<file path="src/rtl/micro_seq_pkg.sv">
// micro_seq_pkg: shared encodings for the micro-sequencer.
//   ADDR_W  : control-store address width (5)
//   nsel_e  : next-address select encodings
//   cc_e    : condition select encodings (flags are {N,Z,V,C})
//   fsm_e   : sequencer run state
package micro_seq_pkg;
    localparam int ADDR_W = 5;
    typedef logic [ADDR_W-1:0] addr_t;
    typedef enum logic [2:0] {
        NS_NEXT     = 3'b000,
        NS_JUMP     = 3'b001,
        NS_BRANCH   = 3'b010,
        NS_FETCH    = 3'b011,
        NS_WAIT_MOC = 3'b100,
        NS_HALT     = 3'b101,
        NS_CALL     = 3'b110,
        NS_RET      = 3'b111
    } nsel_e;
    typedef enum logic [1:0] {CC_Z = 2'b00, CC_N = 2'b01, CC_C = 2'b10, CC_V = 2'b11} cc_e;
    typedef enum logic [1:0] {ST_RUN = 2'b00, ST_WAIT = 2'b01, ST_HALT = 2'b10} fsm_e;
endpackage

</file>
<file path="src/rtl/micro_sequencer_if.sv">
// micro_sequencer_if: microinstruction fields in, sequencer status out.
//   master : drives ena, n_sel, cr_addr, cc_sel, inv, flags, moc, go
//   slave  : the sequencer; drives state_addr, inc_addr, halted, stk_err
interface micro_sequencer_if;
    import micro_seq_pkg::*;
    logic        ena;
    logic [2:0]  n_sel;
    addr_t       cr_addr;
    logic [1:0]  cc_sel;
    logic        inv;
    logic [3:0]  flags;
    logic        moc;
    logic        go;
    addr_t       state_addr;
    addr_t       inc_addr;
    logic        halted;
    logic        stk_err;
    modport master (output ena, n_sel, cr_addr, cc_sel, inv, flags, moc, go,
                    input state_addr, inc_addr, halted, stk_err);
    modport slave  (input ena, n_sel, cr_addr, cc_sel, inv, flags, moc, go,
                    output state_addr, inc_addr, halted, stk_err);
endinterface

</file>
<file path="src/rtl/micro_ret_stack.sv">
// micro_ret_stack: 2-entry return-address stack.
//   clk, rst_n : clock, async active-low reset (empties the stack)
//   push, pop  : one-cycle strobes, never both at once
//   din, dout  : address pushed / current top of stack
//   full, empty: occupancy flags; a push when full drops the oldest entry
import micro_seq_pkg::*;
module micro_ret_stack (
    input  logic  clk,
    input  logic  rst_n,
    input  logic  push,
    input  logic  pop,
    input  addr_t din,
    output addr_t dout,
    output logic  full,
    output logic  empty
);
    addr_t      top_q, bot_q;
    logic [1:0] cnt_q;
    assign full  = cnt_q == 2'd2;
    assign empty = cnt_q == 2'd0;
    assign dout  = top_q;
    always_ff @(posedge clk or negedge rst_n) begin
        if (!rst_n) begin
            top_q <= '0;
            bot_q <= '0;
            cnt_q <= '0;
        end else if (push) begin
            top_q <= din;
            bot_q <= top_q;
            cnt_q <= full ? 2'd2 : cnt_q + 2'd1;
        end else if (pop && !empty) begin
            top_q <= bot_q;
            cnt_q <= cnt_q - 2'd1;
        end
    end
endmodule

</file>
<file path="src/rtl/micro_sequencer.sv">
// micro_sequencer: microprogram address sequencer with RUN/WAIT/HALT control.
//   clk, rst_n : clock, async active-low reset (addr 0, inc 1, RUN, stack empty)
//   bus        : micro_sequencer_if.slave; ena freezes everything when low,
//                n_sel/cr_addr/cc_sel/inv/flags pick the next address,
//                moc ends WAIT, go ends HALT; state_addr/inc_addr/halted/stk_err out
// Optional feature: define MICRO_SEQ_RET_STACK_EN for CALL/RET with a 2-entry
// return stack; otherwise CALL/RET behave as NEXT and stk_err stays 0.
import micro_seq_pkg::*;
module micro_sequencer (
    input  logic clk,
    input  logic rst_n,
    micro_sequencer_if.slave bus
);
    fsm_e  state_q, state_d;
    addr_t addr_q, inc_q, next_addr;
    logic  halted_q, err_q, err_d;
    logic  cond;
    nsel_e op;
    cc_e   cc;
`ifdef MICRO_SEQ_RET_STACK_EN
    logic  do_push, do_pop, stk_full, stk_empty;
    addr_t stk_dout;
`endif
    assign op = nsel_e'(bus.n_sel);
    assign cc = cc_e'(bus.cc_sel);
    // flags are packed {N,Z,V,C}
    assign cond = cc == CC_Z ? bus.flags[2] :
                  cc == CC_N ? bus.flags[3] :
                  cc == CC_C ? bus.flags[0] : bus.flags[1];
    always_comb begin
        state_d   = state_q;
        next_addr = addr_q;
        err_d     = err_q;
`ifdef MICRO_SEQ_RET_STACK_EN
        do_push   = 1'b0;
        do_pop    = 1'b0;
`endif
        case (state_q)
            ST_WAIT: begin
                if (bus.moc) begin
                    state_d   = ST_RUN;
                    next_addr = inc_q;
                end
            end
            ST_HALT: begin
                if (bus.go) begin
                    state_d   = ST_RUN;
                    next_addr = inc_q;
                end
            end
            default: begin
                state_d = ST_RUN;
                case (op)
                    NS_JUMP:   next_addr = bus.cr_addr;
                    NS_BRANCH: next_addr = (cond ^ bus.inv) ? bus.cr_addr : inc_q;
                    NS_FETCH:  next_addr = '0;
                    // moc already high on the decode edge skips WAIT entirely
                    NS_WAIT_MOC: begin
                        if (bus.moc) next_addr = inc_q;
                        else state_d = ST_WAIT;
                    end
                    NS_HALT:   state_d = ST_HALT;
`ifdef MICRO_SEQ_RET_STACK_EN
                    NS_CALL: begin
                        do_push   = 1'b1;
                        next_addr = bus.cr_addr;
                        err_d     = err_q | stk_full;
                    end
                    NS_RET: begin
                        do_pop    = 1'b1;
                        next_addr = stk_empty ? '0 : stk_dout;
                        err_d     = err_q | stk_empty;
                    end
`endif
                    default:   next_addr = inc_q;
                endcase
            end
        endcase
    end
    always_ff @(posedge clk or negedge rst_n) begin
        if (!rst_n) begin
            state_q  <= ST_RUN;
            addr_q   <= '0;
            inc_q    <= addr_t'(1);
            halted_q <= 1'b0;
            err_q    <= 1'b0;
        end else if (bus.ena) begin
            state_q  <= state_d;
            addr_q   <= next_addr;
            inc_q    <= next_addr + addr_t'(1);
            halted_q <= state_d == ST_HALT;
            err_q    <= err_d;
        end
    end
`ifdef MICRO_SEQ_RET_STACK_EN
    micro_ret_stack u_stk (
        .clk   (clk),
        .rst_n (rst_n),
        .push  (do_push & bus.ena),
        .pop   (do_pop & bus.ena),
        .din   (inc_q),
        .dout  (stk_dout),
        .full  (stk_full),
        .empty (stk_empty)
    );
`endif
    assign bus.state_addr = addr_q;
    assign bus.inc_addr   = inc_q;
    assign bus.halted     = halted_q;
    assign bus.stk_err    = err_q;
endmodule
</file>
<file path="src/flat_wrapper.sv">
// flat-port wrapper written by rule: the top's interface ports become plain ports
module micro_sequencer_flat 
  (clk, rst_n, bus_ena, bus_n_sel, bus_cr_addr, bus_cc_sel, bus_inv, bus_flags, bus_moc, bus_go, bus_state_addr, bus_inc_addr, bus_halted, bus_stk_err);
  micro_sequencer_if bus_i ();
  input  logic clk;
  input  logic rst_n;
  input wire logic [$bits(bus_i.ena)-1:0] bus_ena;
  input wire logic [$bits(bus_i.n_sel)-1:0] bus_n_sel;
  input wire logic [$bits(bus_i.cr_addr)-1:0] bus_cr_addr;
  input wire logic [$bits(bus_i.cc_sel)-1:0] bus_cc_sel;
  input wire logic [$bits(bus_i.inv)-1:0] bus_inv;
  input wire logic [$bits(bus_i.flags)-1:0] bus_flags;
  input wire logic [$bits(bus_i.moc)-1:0] bus_moc;
  input wire logic [$bits(bus_i.go)-1:0] bus_go;
  output wire logic [$bits(bus_i.state_addr)-1:0] bus_state_addr;
  output wire logic [$bits(bus_i.inc_addr)-1:0] bus_inc_addr;
  output wire logic [$bits(bus_i.halted)-1:0] bus_halted;
  output wire logic [$bits(bus_i.stk_err)-1:0] bus_stk_err;
  assign bus_i.ena = bus_ena;
  assign bus_i.n_sel = bus_n_sel;
  assign bus_i.cr_addr = bus_cr_addr;
  assign bus_i.cc_sel = bus_cc_sel;
  assign bus_i.inv = bus_inv;
  assign bus_i.flags = bus_flags;
  assign bus_i.moc = bus_moc;
  assign bus_i.go = bus_go;
  assign bus_state_addr = bus_i.state_addr;
  assign bus_inc_addr = bus_i.inc_addr;
  assign bus_halted = bus_i.halted;
  assign bus_stk_err = bus_i.stk_err;
  micro_sequencer u_core (.clk(clk), .rst_n(rst_n), .bus(bus_i));
endmodule
</file>
<file path="config.mk">
export PLATFORM = sky130hd
export DESIGN_NAME = micro_sequencer_flat
export DESIGN_NICKNAME = d
export VERILOG_FILES = /design/src/rtl/micro_seq_pkg.sv /design/src/rtl/micro_sequencer_if.sv /design/src/rtl/micro_ret_stack.sv /design/src/rtl/micro_sequencer.sv /design/src/flat_wrapper.sv
export SDC_FILE = /design/constraint.sdc
export NUM_CORES = 1
export LEC_CHECK = 0
export ABC_AREA = 1
export CAP_MARGIN = 40
export CORE_MARGIN = 8
export CORE_UTILIZATION = 53
export DETAILED_ROUTE_END_ITERATION = 10
export PLACE_DENSITY = 0.86
export SYNTH_ARGS = -nofsm -noshare
export SYNTH_HDL_FRONTEND = slang
export SYNTH_SLANG_ARGS = --single-unit
</file>
<file path="constraint.sdc">
create_clock -name clk -period 3.2 [get_ports clk]
set_input_delay 0.64 -clock clk [delete_from_list [all_inputs] [get_ports clk]]
set_output_delay 0.64 -clock clk [all_outputs]
set_load 0.02 [all_outputs]
</file>
-- Word level (Yosys, flattened, before mapping)
Cells that the tools add are included.
- register bits after elaboration: 13
- input port bits: 20
- output and inout bits: 12
- word-level logic and storage cells: 30
- $add $sub $neg: 1
- eq/ne operators: 10
- mux-type cells: 13
- bitwise operators: 1
- reduce and logical (&&, ||, !) cells: 1
- operators with widths (cell ; number):
    $pmux 5 s5 ; 1
    $mux 5 ; 3
    $pmux 5 s2 ; 1
    $pmux 2 s2 ; 2
    $eq 2x2->1 const B ; 3
    $eq 3x2->1 const B ; 2
    $eq 3x3->1 const B ; 2
    $add 5x1->5 const B ; 1
    $eq 2x1->1 const B ; 2
    $mux 1 ; 4
    $mux 2 ; 2
    $eq 3x1->1 const B ; 1
    $logic_not 2->1 ; 1
    $xor 1x1->1 ; 1

-- Logic depth before layout (Yosys ltp)
Gate-level depths: netlist of run 1.
- depth in word-level cells: 9
- gate-level depth with buffers: 16
- gate-level depth less buffers: 16

-- Worst setup path before layout of run 1
OpenSTA, ideal clock, no wires.
- kind: input to register
- start point: input port bus_n_sel[1]
- end point: register u_core.inc_q[2] (netlist: u_core.bus.inc_addr[2])
- setup time: 0.117 ns
- data arrival time: 1.856 ns
- data required time: 3.083 ns
- slack: 1.227 ns
- stages on the path: 12
- path buffers: 0
- cells stage by stage: inv_1 > nand3_4 > nand3_2 > inv_2 > nor3_2 > nand2_1 > nand2_2 > a21oi_4 > ha_1 > or2_1 > nand3_1 > nand2_1
- word-level cells in the longest chain between the ends: 4
- elaborated cells on any way between the ends: 8
- classes of those cells: 1 x add/sub; 5 x eq/ne; 2 x mux
- ends and longest elaborated chain (item ; line ; text):
    start: declaration ; flat_wrapper.sv:8 ; input wire logic [$bits(bus_i.n_sel)-1:0] bus_n_sel;
    $eq 3x3->1 (tied with other cells) ; micro_sequencer.sv:53 ; case (op)
    $pmux 5 s5 (*) ; micro_sequencer.sv:53 ;
    $pmux 5 s2 (*) ; micro_sequencer.sv:38 ; case (state_q)
    named net u_core.next_addr[0] ; micro_sequencer.sv:15 ; addr_t addr_q, inc_q, next_addr;
    $add 5x1->5 (*) ; micro_sequencer.sv:90 ; inc_q <= next_addr + addr_t'(1);
    end signal: assignment ; micro_sequencer.sv:84 ; inc_q <= addr_t'(1);
    end signal: assignment ; micro_sequencer.sv:90 ;
    end: declaration ; micro_sequencer.sv:15 ;
The timed path passes the listed nets; every way through them passes the cells marked *.
A chain may end at the register's enable or synchronous reset.

-- Worst setup path after layout of run 1
- start point: input port bus_moc
- end point: register u_core.inc_q[2] (netlist: u_core.bus.inc_addr[2])
- word-level cells in the longest chain between the ends: 4
- ends and longest elaborated chain (item ; line ; text):
    start: declaration ; flat_wrapper.sv:13 ; input wire logic [$bits(bus_i.moc)-1:0] bus_moc;
    $mux 5 (*) ; micro_sequencer.sv:40, micro_sequencer.sv:59 ;
    $pmux 5 s5 ; micro_sequencer.sv:53 ;
    $pmux 5 s2 (*) ; micro_sequencer.sv:38 ;
    named net u_core.next_addr[0] ; micro_sequencer.sv:15 ;
    $add 5x1->5 (*) ; micro_sequencer.sv:90 ;
Marked as above.

==> impl_metrics.yaml, run 1 <==
run_status:
  outcome: "complete, no violations"
clock_network:
  htreeDepth: 1
  cts_tree: "yes"
  post_cts_buffers: 0
  root_buffer: "clkbuf_4"
  cts.repair.resized: 0
  holdBufCountCts: 0
  clk_path_buf_depth: 2
  numCtsBuffers: 3
  clock-sinks: 13
  clk_pin_slew_ns: 0.07
  insertion_delay_ns: 0.27
floorplan:
  io_pins: 32
  initial_core_util_pct: 56.36
  coreArea_sq_mm: 0.002233
  die_h_microns: 64.74
  rows: 17
  die_area_sq_mm: 0.004191
  die_w_microns: 64.74
setup_path:
  cp_slowest_stage_delay_ns: 0.60
  path_class: "input port to flop"
  reg2reg_to: "u_core.bus.inc_addr[2]$_DFFE_PN0P_"
  slowest_stage: "clkdlybuf4s50_1"
  arrival_ns: 2.67
  endpoint_kind: "flop"
  cp-start-kind: "input port"
  rr_worst_depth: 10
  worst_ep_required_time_ns: 3.36
  worst_path_most_repeated_cell: "nand2_1"
  critical-path-top-delay-family: "simple AND/OR/NAND/NOR gates"
  crit_buf_inv: 1
  reg2reg_setup_slack_ns: 0.99
  path_max_fanout: 12
  r2r-start: "u_core.state_q[0]$_DFFE_PN0P_"
  crit_chain: "clkdlybuf4s50_1, o21ai_0, o22ai_2, nor3_2, nand2_1, nand2_2, a21oi_4, ha_1, or2_1, nand3_1, nand2_1"
synth:
  yosysTopAreaCell: "dfrtp_1"
  synth_top_family_by_area: "simple AND/OR/NAND/NOR gates"
  synthArstFlopShare_pct: 100.0
  ys_seq_area_share_pct: 25.94
  synth-seq-cells: 13
  ys_types: 31
  yosysWarnings: 0
  netlist_area_sq_mm: 0.001259
  synth-edff-count: 0
  synthSimpleGateAreaFrac_pct: 38.27
  synthAdderAreaFrac_pct: 2.982
  synth_ff_type: "dfrtp_1"
  synth_mux_area_share_pct: 0
  synth_xor_area_share_pct: 0
  syn_nets: 209
  synth-compound-area-share_pct: 20.48
  synth_area_leaders: "dfrtp_1, nand2_1, inv_1, nand3_1, a21oi_1"
  syn_avg_cell_area_sq_um: 6.767
  synthCells: 186
  synth_top_area_share_pct: 23.86
detailed_routing:
  antenna_left: 0
  routed_wirelength_microns: 3364
  wire_per_inst_microns: 13.90
  vias: 1338
  drtIter0Drc: 75
  detail_route.first_pass.iterations: 5
  route.detailed.drc: 0
  routed_via_density: 5.529
power:
  vdd_drop_max_uv: 574.8
  p_leak_nw: 0.7593
  powerDensity_mw_per_mm2: 787.8
placement:
  dp_hpwl_microns: 2730
  placed_cell_area_sq_mm: 0.001559
  dp_slack_ns: 0.4646
  gp_congestion: 0.9197
  portBuffers: 30
timing:
  fin_crit_sh_pct: 78.19
  fin_skew_ns: 0.001083
  maxSlewViolCount: 0
  setup_total_negative_slack_ns: 0
  period_needed_ns: 2.502
  tightest_slew_ns: 0.5580
  whs_ns: 0.5034
  fmax_mhz: 399.6
  finalHoldViolCount: 0
  grt_setup_unrepaired: "no"
  setup_slack_ns: 0.6978
  slew-limit-headroom_pct: 62.68
  finalSetupViolCount: 0
final_layout:
  diodes: 0
  layout-drive-gt1-share_pct: 15.89
  syn_to_final_growth_pct: 25.94
  final_area_sq_mm: 0.001585
  nets: 238
grt:
  grt_max_degree: 15
  antenna_found_initial: 0
  grt_pass1_wl_microns: 5789
  grt_use_total_pct: 16.62
  grt_overflow: 0
  grt_pass1_vias: 1315
hold_path:
  holdPathStages: 2
  hp-class: "flop to flop"
  hold_start: "u_core.bus.halted$_DFFE_PN0P_"
  holdPathEnd: "u_core.bus.halted$_DFFE_PN0P_"
run:
  cap_violations: 0
worst max-delay path by stage:
stage	start	end	slack (ns)	depth (start not counted)
floorplan	bus_n_sel[1]	u_core.bus.inc_addr[2]$_DFFE_PN0P_	1.23	12
global placement	bus_moc	u_core.bus.inc_addr[2]$_DFFE_PN0P_	0.57	11
detailed placement	bus_moc	u_core.bus.inc_addr[2]$_DFFE_PN0P_	0.46	11
CTS	bus_moc	u_core.bus.inc_addr[2]$_DFFE_PN0P_	0.77	11
global route	bus_n_sel[0]	u_core.bus.inc_addr[2]$_DFFE_PN0P_	0.50	14
finish	bus_moc	u_core.bus.inc_addr[2]$_DFFE_PN0P_	0.70	11
per-stage QoR:
step	util (%)	total power, W	cells
3_3_place_gp	69.80	0.001109	238
5_1_grt	70.98	0.001350	242
2_1_floorplan	-	0.0008460	186
6_report	70.98	0.001249	242
4_1_cts	70.98	0.001245	242
3_5_place_dp	69.80	0.001141	238
kinds of logic after synthesis:
family	Yosys count
adder cells (fa/ha/maj)	3
AND/OR/NAND/NOR	89
buffers and inverters	37
other	1
flip-flops	13
AO/OA/AOI/OAI	43
power breakdown:
group | switching [W] | internal, W
clock | 0.0000504 | 0.0000483
combinational | 0.000497 | 0.000331
sequential | 0.0000790 | 0.000243
total | 0.000626 | 0.000622
cells in the mapped netlist, types with 4 or more instances:
library cell  instances
nand2_1              40
inv_1                28
nand3_1              14
a21oi_1              13
dfrtp_1              12
o21ai_0              12
nand2_2              10
nor2_1                8
nand3_2               6
o21ai_1               6
buf_2                 4
layout make-up:
type / count / area [sq um]
clock buffers: 4 / 26.28
fillers: 184 / 648.1
inverters: 31 / 116.4
multi-input cells: 136 / 780.7
flip-flops and latches: 13 / 326.6
well taps: 28 / 35.03
repair buffers: 30 / 300.3
layout by cell type, fill, tap and decap left out, types with 2 or more instances in the layout:
master and instances:
inv_2 3, clkbuf_4 3, nand2_1 40, nand2_2 10
or2_1 2, clkdlybuf4s50_1 30, dfrtp_1 12, o22ai_1 3
nand3_2 6, a21oi_1 13, nor2_1 8, nor2_2 2
nand3_1 14, inv_1 28, nand2_4 3, o21ai_1 6
o21ai_0 12, nor2_4 2, ha_1 3, o211ai_1 2
per-layer routing:
metal | track usage [%] | wire length (microns) | up-vias | share of wire, %
met2 | 26.71 | 1573 | 67 | 47
met5 | 0 | 0 | - | 0
met1 | 20.32 | 1369 | 604 | 41
met4 | 8.719 | 86 | 0 | 2.6
li1 | - | - | 656 | -
met3 | 3.608 | 336 | 11 | 10
state kept, by name (all words and copies together), names as in the netlist:
signal                 cells
u_core.bus.inc_addr        5
u_core.bus.state_addr      5
u_core.state_q             2
u_core.bus.halted          1
worst register-to-register path: cells and delay by family (launching register included):
family          cells  cell delay, ns
fa+ha+maj           2            0.70
buf+inv             3            0.44
flops               1            0.38
simple gates        3            0.37
compound gates      2            0.20
Note: power is estimated with default switching activity, not from simulation.
==> run 2: changes to the inputs <==
--- a/config.mk
+++ b/config.mk
@@ -8,9 +8,9 @@
 export ABC_AREA = 1
 export CAP_MARGIN = 40
 export CORE_MARGIN = 8
-export CORE_UTILIZATION = 53
+export CORE_UTILIZATION = 49
 export DETAILED_ROUTE_END_ITERATION = 10
-export PLACE_DENSITY = 0.86
+export PLACE_DENSITY = 0.8
 export SYNTH_ARGS = -nofsm -noshare
 export SYNTH_HDL_FRONTEND = slang
 export SYNTH_SLANG_ARGS = --single-unit
==> constraint.sdc (replaced) <==
create_clock -name clk -period 2.5 [get_ports clk]
set_input_delay 0.5 -clock clk [delete_from_list [all_inputs] [get_ports clk]]
set_output_delay 0.5 -clock clk [all_outputs]
set_load 0.02 [all_outputs]
==> impl_metrics.yaml, run 2 (synthesis gave the netlist of run 1 again) <==
run_status:
  outcome: "complete, no violations"
setup_path:
  arrival_ns: 2.38
  crit_chain: "clkdlybuf4s50_1, nor2_1, nand2_1, inv_1, nand2_1, o21ai_1, inv_1, nand2_1, nor2_1, nor2_2, ha_1, or2_1, nand3_1, nand2_1"
  path_max_fanout: 4
  worst_ep_required_time_ns: 2.68
  cp-start-kind: "input port"
  worst_path_most_repeated_cell: "nand2_1"
  endpoint_kind: "flop"
  slowest_stage: "clkdlybuf4s50_1"
  path_class: "input port to flop"
  cp_slowest_stage_delay_ns: 0.61
floorplan:
  io_pins: 32
  rows: 18
  die_area_sq_mm: 0.004447
  coreArea_sq_mm: 0.002455
  initial_core_util_pct: 51.27
  die_h_microns: 66.69
  die_w_microns: 66.69
timing:
  period_needed_ns: 2.200
  setup_total_negative_slack_ns: 0
  fin_skew_ns: 0.01065
  whs_ns: 0.5603
  fmax_mhz: 454.6
  finalSetupViolCount: 0
  grt_setup_unrepaired: "no"
  slew-limit-headroom_pct: 62.77
  maxSlewViolCount: 0
  tightest_slew_ns: 0.5567
  fin_crit_sh_pct: 87.99
  finalHoldViolCount: 0
clock_network:
  clk_pin_slew_ns: 0.09
  post_cts_buffers: 0
  root_buffer: "clkbuf_4"
  clk_path_buf_depth: 2
  cts_tree: "yes"
  holdBufCountCts: 0
  cts.repair.resized: 0
  numCtsBuffers: 3
  clock-sinks: 13
  insertion_delay_ns: 0.29
  htreeDepth: 1
power:
  p_sw_share_pct: 49.80
  powerDensity_mw_per_mm2: 990.9
  vdd_drop_max_uv: 867.2
  switching_power_w: 0.0008094
  power_frac_comb_pct: 66.3
  seqPwrFrac_pct: 25.4
  p_leak_nw: 0.7923
  clkPwrFrac_pct: 8.3
  p_int_w: 0.0008159
hold_path:
  hp-class: "input port to async pin"
placement:
  place_inst: 247
  gp_congestion: 0.9672
  dp_hpwl_microns: 2782
  portBuffers: 30
  placed_cell_area_sq_mm: 0.001614
grt:
  antenna_found_initial: 0
  grt_pass1_vias: 1306
  grt_pass1_wl_microns: 5768
  grt_overflow: 0
  grt_max_degree: 15
  grt_use_total_pct: 16.26
detailed_routing:
  routed_via_density: 5.470
  antenna_left: 0
  vias: 1373
  detail_route.first_pass.iterations: 4
  route.detailed.drc: 0
  drtIter0Drc: 76
  wire_per_inst_microns: 13.95
  routed_wirelength_microns: 3501
  wl_met1_microns: 1445
  top_layer_used: "met4"
  wl_met3_microns: 249
  dr_wl_met2_microns: 1724
final_layout:
  final_area_sq_mm: 0.001640
  final_util_pct: 66.82
  diodes: 0
  syn_to_final_growth_pct: 30.32
  nets: 245
  final_cell_mix: "nand2_1, clkdlybuf4s50_1, inv_1"
  final_common_cell: "nand2_1"
  layout-drive-gt1-share_pct: 18.55
  final_cells: 251
run:
  cap_violations: 0
[run 2: changes by cell type in the layout (fill, tap and decap cells not counted), sizes merged]
cell,delta
buf,+7
[run 2: power groups by stage]
stage          combinational (W)  sequential [W]  clock (W)
6_report                 0.00108        0.000413   0.000135
4_1_cts                  0.00108        0.000410   0.000139
2_1_floorplan           0.000585        0.000498          0
3_5_place_dp             0.00106        0.000413          0
5_1_grt                  0.00119        0.000423   0.000145
3_3_place_gp             0.00104        0.000406          0
[run 2: final timing paths]
kind / start / to / slack (ns) / depth (start not counted)
worst max-delay path: bus_n_sel[0] / u_core.bus.inc_addr[2]$_DFFE_PN0P_ / 0.30 / 14
worst min-delay path: rst_n / u_core.bus.state_addr[3]$_DFFE_PN0P_ / 0.56 / 1
worst max register to register: u_core.state_q[0]$_DFFE_PN0P_ / u_core.bus.inc_addr[2]$_DFFE_PN0P_ / 0.33 / 10
worst min register to register: u_core.bus.halted$_DFFE_PN0P_ / u_core.bus.halted$_DFFE_PN0P_ / 0.56 / 2
max in group asynchronous: rst_n / u_core.bus.inc_addr[0]$_DFFE_PN1P_ / 1.55 / 1
min in group clk: u_core.bus.halted$_DFFE_PN0P_ / u_core.bus.halted$_DFFE_PN0P_ / 0.56 / 2
[run 2: metal layers]
layer / track usage, % / up-vias
li1: - / 675
met4: 7.733 / 0
met1: 18.81 / 620
met2: 27.96 / 70
met5: 0 / -
met3: 3.020 / 8
[run 2: area by class of cell]
type / instances / area (sq um)
Multi-Input combinational cell: 136 / 780.7
Fill cell: 221 / 814.5
Tap cell: 30 / 37.54
Inverter: 31 / 116.4
Clock buffer: 4 / 26.28
Timing Repair Buffer: 37 / 352.8
Sequential cell: 13 / 326.6
[run 2: per-stage QoR]
stage	setup slack [ns]	power (W)
CTS	0.3290	0.001626
finish	0.3003	0.001625
global placement	0.1020	0.001444
floorplan	0.6091	0.001083
detailed placement	0.02917	0.001476
global route	0.1426	0.001757
[run 2: worst max-delay path, delay by kind of cell]
| kind | cells | cell delay, ns |
|---|---|---|
| AOI/OAI and AO/OA | 1 | 0.07 |
| adders and majority gates | 1 | 0.20 |
| buffers and inverters | 3 | 0.75 |
| and+or+nand+nor | 9 | 0.87 |
